[src/rtl/wbu_queue_pkg.sv]
// Shared types and constants for the write-back queue.
package wbu_queue_pkg;

  // Widest supported configuration; narrower builds zero-fill the upper bits.
  localparam int unsigned XLEN_MAX = 64;
  localparam int unsigned NCSR_MAX = 8;

  typedef enum logic [2:0] {
    F3_LB  = 3'b000,
    F3_LH  = 3'b001,
    F3_LW  = 3'b010,
    F3_LD  = 3'b011,
    F3_LBU = 3'b100,
    F3_LHU = 3'b101,
    F3_LWU = 3'b110
  } load_f3_e;

  typedef enum int unsigned {
    CSR_MSTATUS = 0,
    CSR_MTVEC   = 1,
    CSR_MEPC    = 2,
    CSR_MCAUSE  = 3
  } csr_ch_e;

  typedef struct packed {
    logic [XLEN_MAX-1:0]          pc;
    logic [31:0]                  inst;
    logic                         reg_wen;
    logic [4:0]                   rd;
    logic [XLEN_MAX-1:0]          wb_data;
    logic [NCSR_MAX-1:0]          csr_wen;
    logic [NCSR_MAX*XLEN_MAX-1:0] csr_wdata;
  } wb_entry_t;

  localparam int unsigned WB_ENTRY_W = $bits(wb_entry_t);

endpackage

[src/rtl/wbu_queue_fifo.sv]
// Generic circular FIFO with per-slot occupancy and flat storage view.
module wbu_fifo #(
  parameter int unsigned WIDTH = 8,
  parameter int unsigned DEPTH = 2,
  localparam int unsigned CW = $clog2(DEPTH + 1),
  localparam int unsigned PW = (DEPTH > 1) ? $clog2(DEPTH) : 1
) (
  input  logic                   clk,
  input  logic                   rst,
  input  logic                   push,
  input  logic                   pop,
  input  logic [WIDTH-1:0]       wdata,
  output logic [WIDTH-1:0]       rdata,
  output logic                   full,
  output logic                   empty,
  output logic [CW-1:0]          count,
  output logic [DEPTH*WIDTH-1:0] mem_o,
  output logic [DEPTH-1:0]       occ_o
);

  logic [WIDTH-1:0] mem [DEPTH];
  logic [PW-1:0]    head_q, tail_q;
  logic [CW-1:0]    count_q;
  logic [DEPTH-1:0] vld_q;

  function automatic logic [PW-1:0] ptr_next(input logic [PW-1:0] p);
    return (p == PW'(DEPTH - 1)) ? '0 : p + 1'b1;
  endfunction

  always_ff @(posedge clk) begin
    if (push) mem[tail_q] <= wdata;
  end

  always_ff @(posedge clk or posedge rst) begin
    if (rst) begin
      head_q  <= '0;
      tail_q  <= '0;
      count_q <= '0;
      vld_q   <= '0;
    end else begin
      if (pop) begin
        head_q        <= ptr_next(head_q);
        vld_q[head_q] <= 1'b0;
      end
      // When full, tail==head: the push must win over the pop's clear.
      if (push) begin
        tail_q        <= ptr_next(tail_q);
        vld_q[tail_q] <= 1'b1;
      end
      if (push && !pop) count_q <= count_q + 1'b1;
      else if (pop && !push) count_q <= count_q - 1'b1;
    end
  end

  always_comb begin
    mem_o = '0;
    for (int unsigned i = 0; i < DEPTH; i++) mem_o[i*WIDTH +: WIDTH] = mem[i];
  end

  assign rdata = mem[head_q];
  assign full  = (count_q == CW'(DEPTH));
  assign empty = (count_q == '0);
  assign count = count_q;
  assign occ_o = vld_q;

endmodule

[src/rtl/wbu_queue.sv]
// Write-back queue: forms wb_data at enqueue, buffers in order, gates head outputs.
module wbu_queue
  import wbu_queue_pkg::*;
#(
  parameter int unsigned XLEN  = 32,
  parameter int unsigned DEPTH = 2,
  parameter int unsigned NCSR  = 4,
  localparam int unsigned CW = $clog2(DEPTH + 1)
) (
  input  logic                 clk,
  input  logic                 rst,
  input  logic                 in_valid,
  output logic                 in_ready,
  input  logic [XLEN-1:0]      pc_i,
  input  logic [31:0]          inst_i,
  input  logic [XLEN-1:0]      alu_out_i,
  input  logic                 reg_wen_i,
  input  logic [4:0]           rd_i,
  input  logic                 zicsr_i,
  input  logic [XLEN-1:0]      csr_rdata_i,
  input  logic                 mem_read_i,
  input  logic [2:0]           func3_i,
  input  logic [XLEN-1:0]      mem_rdata_i,
  input  logic [NCSR-1:0]      csr_wen_i,
  input  logic [NCSR*XLEN-1:0] csr_wdata_i,
  output logic                 out_valid,
  input  logic                 out_ready,
  output logic [XLEN-1:0]      pc_o,
  output logic [31:0]          inst_o,
  output logic                 reg_wen_o,
  output logic [4:0]           rd_o,
  output logic [XLEN-1:0]      wb_data_o,
  output logic [NCSR-1:0]      csr_wen_o,
  output logic [NCSR*XLEN-1:0] csr_wdata_o,
  input  logic [4:0]           chk_rs1_i,
  input  logic [4:0]           chk_rs2_i,
  output logic                 raw_hit_o,
  output logic [CW-1:0]        count_o,
  output logic [63:0]          retired_o
);

  logic                          push, pop, full, empty;
  logic [WB_ENTRY_W-1:0]         enq_vec, head_vec;
  logic [DEPTH*WB_ENTRY_W-1:0]   mem_flat;
  logic [DEPTH-1:0]              occ;
  wb_entry_t                     enq, head, ent;
  logic [XLEN-1:0]               load_data;
  logic [63:0]                   retired_q;
  logic                          unused_ok;

  assign out_valid = !empty;
  assign in_ready  = !full || out_ready;
  assign push      = in_valid && in_ready;
  assign pop       = out_valid && out_ready;

  always_comb begin
    load_data = '0;
    case (load_f3_e'(func3_i))
      F3_LB:  load_data = XLEN'($signed(mem_rdata_i[7:0]));
      F3_LH:  load_data = XLEN'($signed(mem_rdata_i[15:0]));
      F3_LW:  load_data = XLEN'($signed(mem_rdata_i[31:0]));
      F3_LBU: load_data = XLEN'(mem_rdata_i[7:0]);
      F3_LHU: load_data = XLEN'(mem_rdata_i[15:0]);
      F3_LD:  if (XLEN == 64) load_data = mem_rdata_i;
      F3_LWU: if (XLEN == 64) load_data = XLEN'(mem_rdata_i[31:0]);
      default: load_data = '0;
    endcase
  end

  always_comb begin
    enq         = '0;
    enq.pc      = XLEN_MAX'(pc_i);
    enq.inst    = inst_i;
    enq.reg_wen = reg_wen_i && (rd_i != 5'd0);
    enq.rd      = rd_i;
    enq.wb_data = zicsr_i    ? XLEN_MAX'(csr_rdata_i) :
                  mem_read_i ? XLEN_MAX'(load_data)   :
                               XLEN_MAX'(alu_out_i);
    enq.csr_wen = NCSR_MAX'(csr_wen_i);
    for (int unsigned k = 0; k < NCSR; k++)
      enq.csr_wdata[k*XLEN_MAX +: XLEN_MAX] = XLEN_MAX'(csr_wdata_i[k*XLEN +: XLEN]);
  end

  assign enq_vec = enq;

  wbu_fifo #(
    .WIDTH (WB_ENTRY_W),
    .DEPTH (DEPTH)
  ) u_fifo (
    .clk   (clk),
    .rst   (rst),
    .push  (push),
    .pop   (pop),
    .wdata (enq_vec),
    .rdata (head_vec),
    .full  (full),
    .empty (empty),
    .count (count_o),
    .mem_o (mem_flat),
    .occ_o (occ)
  );

  always_comb begin
    head        = wb_entry_t'(head_vec);
    pc_o        = out_valid ? head.pc[XLEN-1:0]      : '0;
    inst_o      = out_valid ? head.inst              : '0;
    reg_wen_o   = out_valid && head.reg_wen;
    rd_o        = out_valid ? head.rd                : '0;
    wb_data_o   = out_valid ? head.wb_data[XLEN-1:0] : '0;
    csr_wen_o   = out_valid ? head.csr_wen[NCSR-1:0] : '0;
    csr_wdata_o = '0;
    for (int unsigned k = 0; k < NCSR; k++)
      if (out_valid) csr_wdata_o[k*XLEN +: XLEN] = head.csr_wdata[k*XLEN_MAX +: XLEN];
  end

  always_comb begin
    raw_hit_o = 1'b0;
    ent       = '0;
    for (int unsigned i = 0; i < DEPTH; i++) begin
      ent = wb_entry_t'(mem_flat[i*WB_ENTRY_W +: WB_ENTRY_W]);
      if (occ[i] && ent.reg_wen && (ent.rd == chk_rs1_i || ent.rd == chk_rs2_i))
        raw_hit_o = 1'b1;
    end
  end

  always_ff @(posedge clk or posedge rst) begin
    if (rst) retired_q <= '0;
    else if (pop) retired_q <= retired_q + 64'd1;
  end

  assign retired_o = retired_q;
  assign unused_ok = ^{mem_flat, head_vec, ent};

endmodule
[config.mk]
export PLATFORM = sky130hd
export DESIGN_NAME = wbu_queue
export DESIGN_NICKNAME = d
export VERILOG_FILES = /design/src/rtl/wbu_queue_pkg.sv /design/src/rtl/wbu_queue_fifo.sv /design/src/rtl/wbu_queue.sv
export SDC_FILE = /design/constraint.sdc
export NUM_CORES = 1
export LEC_CHECK = 0
export BUFFER_PORTS_ARGS = -buffer_cell sky130_fd_sc_hd__buf_2
export CAP_MARGIN = 20
export CORE_MARGIN = 4
export CORE_UTILIZATION = 35
export CTS_BUF_LIST = sky130_fd_sc_hd__clkbuf_4 sky130_fd_sc_hd__clkbuf_8 sky130_fd_sc_hd__clkbuf_16
export CTS_CLUSTER_SIZE = 10
export DETAILED_ROUTE_END_ITERATION = 12
export GPL_TIMING_DRIVEN = 1
export PLACE_DENSITY = 0.6
export SETUP_SLACK_MARGIN = 0.3
export SKIP_LAST_GASP = 1
export SLEW_MARGIN = 10
export SYNTH_ARGS = -nofsm -noshare
export SYNTH_HDL_FRONTEND = slang
export SYNTH_SLANG_ARGS = --single-unit
[constraint.sdc]
create_clock -name clk -period 13.91 [get_ports clk]
set_input_delay 2.0865 -clock clk [delete_from_list [all_inputs] [get_ports clk]]
set_output_delay 2.0865 -clock clk [all_outputs]
set_load 0.01 [all_outputs]
After elaboration in Yosys (flattened, before gate mapping)
Memory sizes are Yosys's and may differ from the RTL's.
Index checks and enable logic that the tools add are counted.
- bits in writable memories: 468
- register bits: 70
- memories: 1
- memory list (memory ; words ; bits a word ; rd ports ; clocked after Yosys merged registers in ; wr ports ; RTL line ; source):
    u_fifo.mem ; 2 ; 234 ; 3 ; 0 ; 1 ; wbu_queue_fifo.sv:21 ; logic [WIDTH-1:0] mem [DEPTH];
- magnitude comparators: 4
- bitwise gates (word level): 3
- equal/unequal tests: 9
- reductions and logical operators: 23
- muxes and demuxes: 26
- $add $sub $neg: 5
- operators by type and width (cell ; number):
    32-bit two-way mux ; 9
    32-bit case mux with 5 select lines ; 1
    64-bit by 1-bit adder with 64-bit output (second input constant) ; 1
    5-bit equality test ; 4
    1-bit logical AND ; 12
    1-bit two-way mux ; 8
    2-bit two-way mux ; 4
    3-bit equality test (second input constant) ; 2
    5-bit two-way mux ; 1
    5-bit nonzero test ; 1
    1-bit zero test ; 4
    1-bit by 2-bit less-than comparator with 1-bit output (second input constant) ; 2
    4-bit two-way mux ; 1
    3-bit by 1-bit equality test with 1-bit output (second input constant) ; 1
    3-bit by 2-bit equality test with 1-bit output (second input constant) ; 1
    3-bit zero test ; 1
    1-bit logical OR ; 3
    1-bit adder (second input constant) ; 2
    2-bit by 1-bit adder with 2-bit output (second input constant) ; 1
    2-bit AND ; 1
    1-bit demux with 1-bit select ; 2
    2-bit equality test (second input constant) ; 1
    1-bit greater-or-equal comparator (second input constant) ; 2
    2-bit zero test ; 1
    4 further kinds ; 4

Depth between registers and ports, before layout
Gate-level depths: netlist (run 1).
- word-level depth: 9
- depth in mapped cells: 9
- mapped depth without buffers: 8

By module
A second synthesis (run 1) with hierarchy kept.
- cell total of the unflattened synthesis: 2884
- area, all modules: 56753.2 um2
- by module, submodules not included (module ; cells each ; instances ; area an instance (um2)):
    wbu_fifo ; 2158 ; 1 ; 50988.9
    wbu_queue ; 726 ; 1 ; 5764.3

Worst setup path after synthesis (run 1)
Ideal clock, no wire load.
- path kind: input to register
- from: input port out_ready
- to: memory u_fifo.mem[0][0] (netlist bit), enable pin
- slack: 1.003 ns
- stages on the path: 4
- data arrival time: 12.074 ns
- data required time: 13.077 ns
- cell sequence: nor2_1 -> nand2_1 -> nand2_1 -> nor2_1
- longest elaborated chain between the ends: 4
- RTL lines (item ; RTL line ; source):
    from (decl) ; wbu_queue.sv:27 ; input logic out_ready,
    1-bit logical OR ; wbu_queue.sv:52 ; assign in_ready = !full || out_ready;
    via in_ready ; wbu_queue.sv:13 ; output logic in_ready,
    1-bit logical AND ; wbu_queue.sv:53 ; assign push = in_valid && in_ready;
    1-bit two-way mux ; wbu_queue_fifo.sv:31 ; if (push) mem[tail_q] <= wdata;
    1-bit two-way mux (not written as such) ; wbu_queue_fifo.sv:31 ;
    to (decl) ; wbu_queue_fifo.sv:21 ;
The timed path passes the listed nets, and every way through them passes these cells.

Worst setup path after layout (run 1)
- from: register u_fifo.head_q
- to: output port csr_wdata_o[98]
- longest elaborated chain between the ends: 2
- RTL lines (item ; RTL line ; source):
    from (decl) ; wbu_queue_fifo.sv:22 ; logic [PW-1:0] head_q, tail_q;
    from (signal assigned) ; wbu_queue_fifo.sv:42 ; head_q <= ptr_next(head_q);
    memory read 2 x 234 bit ; n/a ;
    32-bit two-way mux ; wbu_queue.sv:113 ; if (out_valid) csr_wdata_o[k*XLEN +: XLEN] = head.csr_wdata[k*XLEN_MAX +: XLEN];
    to (decl) ; wbu_queue.sv:34 ; output logic [NCSR*XLEN-1:0] csr_wdata_o,
No other way between the ends.

==> results of run 1 <==
cell type report:
class | instances | area [sq um]
antenna | 20 | 50.0
tap | 837 | 1050
multi-input combinational | 858 | 5730
clock buffer | 89 | 1780
clock inverter | 4 | 46.3
fill | 5691 | 34100
timing repair buffer | 634 | 3210
sequential | 538 | 15800
inverter | 27 | 101
power groups by stage:
stage	Combinational, uW	Sequential [uW]	Clock, uW
after detailed placement	1920	2280	0
after global routing	2040	2270	1590
after CTS	1930	2240	1520
after global placement	1910	2260	0
final	1880	2240	1470
after floorplan	1110	2340	0
per-layer routing:
layer  global-route usage  vias up  share of wire
met5                    0        -        0.00076
met4               0.0663        6          0.032
met3               0.0494      119          0.073
met2                0.315      512           0.52
met1                0.202     7209           0.37
li1                     -     6718              -
flip-flops by register name (all words and copies together) (netlist names):
signal and count:
u_fifo.mem 468, u_fifo.head_q 1, u_fifo.count 2, u_fifo.occ_o 2, u_fifo.tail_q 1, retired_o 64
cells in the mapped netlist (2+ instances only):
cell type / instances
clkbuf_1: 47
o22ai_1: 17
ha_1: 2
nor4_1: 14
a31oi_1: 2
mux2_2: 17
and2_1: 3
and4_1: 5
buf_1: 25
a21oi_1: 32
or2_2: 3
and3_1: 6
buf_2: 4
o211ai_1: 9
xor2_1: 48
dfrtp_1: 70
nand2_1: 59
nor2_1: 263
inv_1: 27
o21ai_0: 26
nor3_1: 16
nand4_1: 15
nand3_1: 25
nand3_2: 2
edfxtp_1: 468
xnor2_1: 40
nor2b_1: 11
mux2i_1: 235
cells by family after synthesis:
family,synth area share
xor+xnor,0.0352
buf+inv,0.0179
fa+ha+maj,0.00114
compound gates,0.0225
flops,0.722
simple gates,0.0855
mux,0.116
metrics by stage:
| stage | setup WS (ns) | total power [uW] |
|---|---|---|
| after global routing | 7.79 | 5900 |
| after CTS | 7.94 | 5690 |
| after detailed placement | 8.42 | 4190 |
| after floorplan | 1.00 | 3450 |
| after global placement | 8.47 | 4180 |
| final | 8.00 | 5590 |
path summary, 6_finish.rpt:
check	from	to	slack [ns]	cells after the start
max reg2reg	u_fifo.count[0]	u_fifo.mem[0][20]	10.16	7
min reg2reg	u_fifo.occ_o[1]	u_fifo.occ_o[1]	0.47	1
min	u_fifo.occ_o[1]	u_fifo.occ_o[1]	0.47	1
max	u_fifo.head_q	csr_wdata_o[98]	8.00	5
min in group asynchronous	rst	retired_o[50]	1.76	3
max in group asynchronous	rst	u_fifo.head_q	11.41	3
==> flow_metrics.env, run 1 <==
export IMPL_pwr_share_clk=0.262
export IMPL_crit_family="buffers and inverters"
export IMPL_avgViaCountPerCell=4.84
export IMPL_crit_fanout=58
export IMPL_place_inst=2894
export IMPL_wl_per_cell_um=20.4
export IMPL_grt_pass1_wl_um=90900
export IMPL_postSynthAreaPerCell_sq_um=14.6
export IMPL_wirelength_um=61500
export IMPL_drtPass1Iterations=7
export IMPL_slew_headroom=0.301
export IMPL_postRouteAntennaNets=0
export IMPL_antenna_found_initial=22
export IMPL_root_buffer="clkbuf_16"
export IMPL_synth_cell_types=36
export IMPL_drtIter0Drc=1001
export IMPL_setup_viol_count_final=0
export IMPL_stdcell_area_sq_um=27800
export IMPL_critPathBufInv=3
export IMPL_synth_edff_count=468
export IMPL_maxCapViolations=0
export IMPL_instances_no_fill=3007
export IMPL_finalCriticalPeriod_ns=5.91
export IMPL_p_comb_frac=0.337
export IMPL_critPathKind="flip-flop to primary output"
export IMPL_rows=91
export IMPL_hold_violations=0
export IMPL_cts_resized=0
export IMPL_critical_path_max_stage_delay_ns=0.91
export IMPL_crit_top_cell="buf_4"
export IMPL_drc=0
export IMPL_cts_tree="yes"
export IMPL_ys_warn_count=0
export IMPL_mostFrequentLayoutCells="buf_2, edfxtp_1, nor2_1"
export IMPL_max_freq_mhz=169
export IMPL_status="finished clean"
export IMPL_overflow=0
export IMPL_port_buffers=619
export IMPL_power_switching_uw=1910
export IMPL_fin_crit_sh=0.425
export IMPL_end_kind="primary output"
export IMPL_clk_pin_slew_ns=0.05
export IMPL_final_common_cell="buf_2"
export IMPL_critPathLaunchType="flip-flop"
export IMPL_die_area_sq_um=66600
export IMPL_h_tree_depth=2
export IMPL_coreArea_sq_um=61800
export IMPL_seq_area_frac_synth=0.722
export IMPL_syn_instance_count=1499
export IMPL_finClkSkew_ns=0.0226
export IMPL_ir_drop_v=0.000115
export IMPL_rsz0062_at_grt="false"
export IMPL_hpwl_um=44000
export IMPL_clockBufferDepth=3
export IMPL_p_sw_frac=0.341
export IMPL_p_leak_uw=0.0119
export IMPL_vias=14564
export IMPL_routabilityCongestion=0.906
export IMPL_yosys_most_used_dff="edfxtp_1"
export IMPL_syn_area_sq_um=21900
export IMPL_slowest_stage="buf_4"
export IMPL_cts_hold_buf=0
export IMPL_tightest_slew_ns=1.05
export IMPL_hold_path_class="flip-flop to flip-flop"
export IMPL_fin_util=0.449
export IMPL_async_flop_share=0.130
export IMPL_area_growth_pct=26.8
export IMPL_whs_ns=0.474
export IMPL_maxSlewViolCount=0
export IMPL_arrival_ns=3.82
export IMPL_cts_sinks=538
export IMPL_grt_usage=0.177
export IMPL_worstPathCellList="buf_4 > buf_4 > mux2i_1 > nor2_1 > buf_2"
export IMPL_drive_above_1_share=0.353
export IMPL_synth_area_top_cells="edfxtp_1, mux2i_1, dfrtp_1, nor2_1, xor2_1"
export IMPL_pin_count=620
export IMPL_clk_latency_ns=0.61
export IMPL_start_util=0.354
export IMPL_grt_pass1_vias=15201
export IMPL_synth_nets=1818
export IMPL_yosys_area_top_type="edfxtp_1"
export IMPL_nets=2439
export IMPL_p_int_uw=3690
export IMPL_powerDensity_nw_per_um2=201
export IMPL_grt_max_degree=90
export IMPL_cp_required_ns=11.82
export IMPL_ys_ff_latch=538
export IMPL_cts_made_buffers=61
export IMPL_pwr_share_seq=0.401
export IMPL_setup_tns_ns=0
export IMPL_placedInstanceArea_sq_um=25900
export IMPL_die_w_um=258
export IMPL_yosysTopAreaCellShare=0.642
export IMPL_postCtsSetupRepairBufs=0
export IMPL_die_h_um=258
(Power assumes the default switching activity.)
==> run 2: changes to the inputs <==
- ABC_AREA: not set -> 1
- PLACE_DENSITY: 0.6 -> 0.62
- clock period: 13.91 -> 5 ns (I/O delays scaled with it)
==> run 2 against run 1 <==
Effect of this change:
- die area is 2.3% higher
- non-clock buffer count up 7
- critical path depth unchanged
- largest cell class unchanged
- cell count is 17% higher
- clock skew up 0.035 ns
- critical endpoint is now csr_wdata_o[14]
- clock power increased to 3.1 times the previous value
- cell area increased by 3.0%
- utilization increased by 0.25 points
- via count up 20%
- hold slack got worse by 0.16 ns
- sequential share of layout area decreased by 1.6 points
==> flow_metrics.env, run 2 <==
export IMPL_drc=0
export IMPL_antenna_found_initial=30
export IMPL_n_fill_cell=5899
export IMPL_yosysTopAreaCellShare=0.627
export IMPL_ir_drop_v=0.000348
export IMPL_worstPathCellList="inv_8 > buf_12 > nand2_1 > a21oi_1 > buf_2"
export IMPL_setup_viol_count_final=0
export IMPL_pin_count=620
export IMPL_finalCriticalPeriod_ns=3.56
export IMPL_regArea_sq_um=15800
export IMPL_synth_cell_types=33
export IMPL_fin_crit_sh=0.713
export IMPL_hold_path_class="primary input to flip-flop"
export IMPL_crit_fanout=91
export IMPL_place_ws_ns=2.01
export IMPL_drtIter0Drc=1256
export IMPL_cp_required_ns=4.25
export IMPL_tightest_slew_ns=1.07
export IMPL_arrival_ns=2.81
export IMPL_seq_area_frac_synth=0.705
export IMPL_vias=17504
export IMPL_yosys_area_top_type="edfxtp_1"
export IMPL_synth_area_top_cells="edfxtp_1, nand2_1, dfrtp_1, a21oi_1, nor2_1"
export IMPL_clk_latency_ns=0.62
export IMPL_syn_area_sq_um=22400
export IMPL_maxCapViolations=0
export IMPL_area_growth_pct=27.5
export IMPL_root_buffer="clkbuf_16"
export IMPL_reg2reg_depth=5
export IMPL_ys_ff_latch=538
export IMPL_rsz0062_at_grt="false"
export IMPL_r2r_end="u_fifo.mem[1][66]"
export IMPL_final_common_cell="nand2_1"
export IMPL_grt_pass1_wl_um=106000
export IMPL_avgViaCountPerCell=4.95
export IMPL_clk_pin_slew_ns=0.05
export IMPL_wl_per_cell_um=20.5
export IMPL_cts_tree="yes"
export IMPL_wirelength_um=72300
export IMPL_worstSetupStartpoint="u_fifo.head_q"
export IMPL_yosysMostFrequentCell="nand2_1"
export IMPL_cts_resized=0
export IMPL_cts_sinks=538
export IMPL_stdcell_area_sq_um=28600
export IMPL_slowest_stage="dfrtp_4"
export IMPL_synth_nets=2353
export IMPL_place_inst=3425
export IMPL_cts_hold_buf=0
export IMPL_nets=2966
export IMPL_start_util=0.354
export IMPL_hold_violations=0
export IMPL_largest_register="u_fifo.mem"
export IMPL_mostFrequentLayoutCells="nand2_1, buf_2, edfxtp_1"
export IMPL_synthTopCellsByCount="nand2_1, edfxtp_1, a21oi_1, nor2_1, clkbuf_1"
export IMPL_p_leak_uw=0.0120
export IMPL_async_flop_share=0.130
export IMPL_instances_no_fill=3533
export IMPL_powerDensity_nw_per_um2=567
export IMPL_critPathBufInv=3
export IMPL_h_tree_depth=3
export IMPL_critPathKind="flip-flop to primary output"
export IMPL_yosys_most_used_dff="edfxtp_1"
export IMPL_postCtsSetupRepairBufs=0
export IMPL_die_w_um=261
export IMPL_drtPass1Iterations=5
export IMPL_drive_above_1_share=0.288
export IMPL_largest_reg_flops=468
export IMPL_crit_family="buffers and inverters"
export IMPL_slew_headroom=0.283
export IMPL_port_buffers=619
export IMPL_critPathLaunchType="flip-flop"
export IMPL_end_kind="primary output"
export IMPL_ys_warn_count=0
export IMPL_cp_endpoint="csr_wdata_o[14]"
export IMPL_maxSlewViolCount=0
export IMPL_rows=92
export IMPL_die_area_sq_um=68200
export IMPL_placedInstanceArea_sq_um=26500
export IMPL_status="finished clean"
export IMPL_coreArea_sq_um=63300
export IMPL_postRouteAntennaNets=0
export IMPL_whs_ns=0.318
export IMPL_syn_instance_count=2034
export IMPL_cts_made_buffers=66
export IMPL_critical_path_max_stage_delay_ns=0.64
export IMPL_critical_path_depth=5
export IMPL_grt_max_degree=160
export IMPL_synth_edff_count=468
export IMPL_multiInputGateArea_sq_um=6000
export IMPL_routabilityCongestion=0.903
export IMPL_postSynthAreaPerCell_sq_um=11.0
export IMPL_r2r_slack_ns=2.53
export IMPL_clockBufferDepth=3
export IMPL_grt_usage=0.204
export IMPL_max_freq_mhz=281
export IMPL_setup_tns_ns=0
export IMPL_grt_pass1_vias=17680
export IMPL_hpwl_um=51700
export IMPL_die_h_um=261
export IMPL_fin_ws_ns=1.44
export IMPL_overflow=0
export IMPL_reg2reg_from="u_fifo.count[0]"
export IMPL_finClkSkew_ns=0.0576
## run 2: cell types whose count changed after synthesis, moves of 16 or more
cell,delta
buf_1,-17
mux2i_1,-235
o22ai_1,-17
xor2_1,-18
nor2_1,-138
mux2_2,-17
nand3b_1,+16
nand2_1,+653
a21oi_1,+271
inv_1,+43
clkbuf_1,+35
## run 2: cell type report
type,instances,share of cell area
timing repair buffer,641,0.117
antenna,13,0.00114
clock inverter,14,0.00971
sequential,538,0.553
clock buffer,81,0.0621
multi-input combinational,1323,0.210
tap,846,0.0370
inverter,77,0.0108
## run 2: worst reg2reg max path, delay by kind of cell (launching register included)
family / cells / cell delay [ns]
buffers and inverters: 2 / 0.50
AND/OR/NAND/NOR: 3 / 0.95
flip-flops: 1 / 0.49
## run 2: logic make-up after synthesis
| family | share of synthesized area |
|---|---|
| simple gates | 0.170 |
| flops | 0.705 |
| compound gates | 0.0726 |
| buf+inv | 0.0298 |
| xor+xnor | 0.0215 |
| fa+ha+maj | 0.00112 |
## run 2: how the worst min path moves through the flow
stage                               start                 to  depth (start not counted)
final                     csr_wdata_i[22]  u_fifo.mem[0][22]                          1
after global routing      csr_wdata_i[19]  u_fifo.mem[1][19]                          1
after CTS                 csr_wdata_i[22]  u_fifo.mem[0][22]                          1
after detailed placement    retired_o[63]      retired_o[63]                          2
after global placement      retired_o[63]      retired_o[63]                          2
after floorplan           u_fifo.occ_o[1]    u_fifo.occ_o[1]                          2
## run 2: per-stage QoR
step | util | total power [uW]
6_report | 0.452 | 16200
2_1_floorplan | - | 9270
3_5_place_dp | 0.419 | 11900
3_3_place_gp | 0.419 | 11800
4_1_cts | 0.451 | 16400
5_1_grt | 0.452 | 17100
## run 2: report_power, final
part | internal, uW | switching, uW
combinational | 1670 | 3830
sequential | 5910 | 305
clock | 2640 | 1840
total | 10200 | 5980
## run 2: per-layer routing
layer	vias to the layer above	wire length (um)	GRT usage
met5	-	132	0
met4	20	2560	0.0758
met3	172	6430	0.0682
met2	718	36400	0.355
met1	8449	26800	0.235
li1	8145	-	-
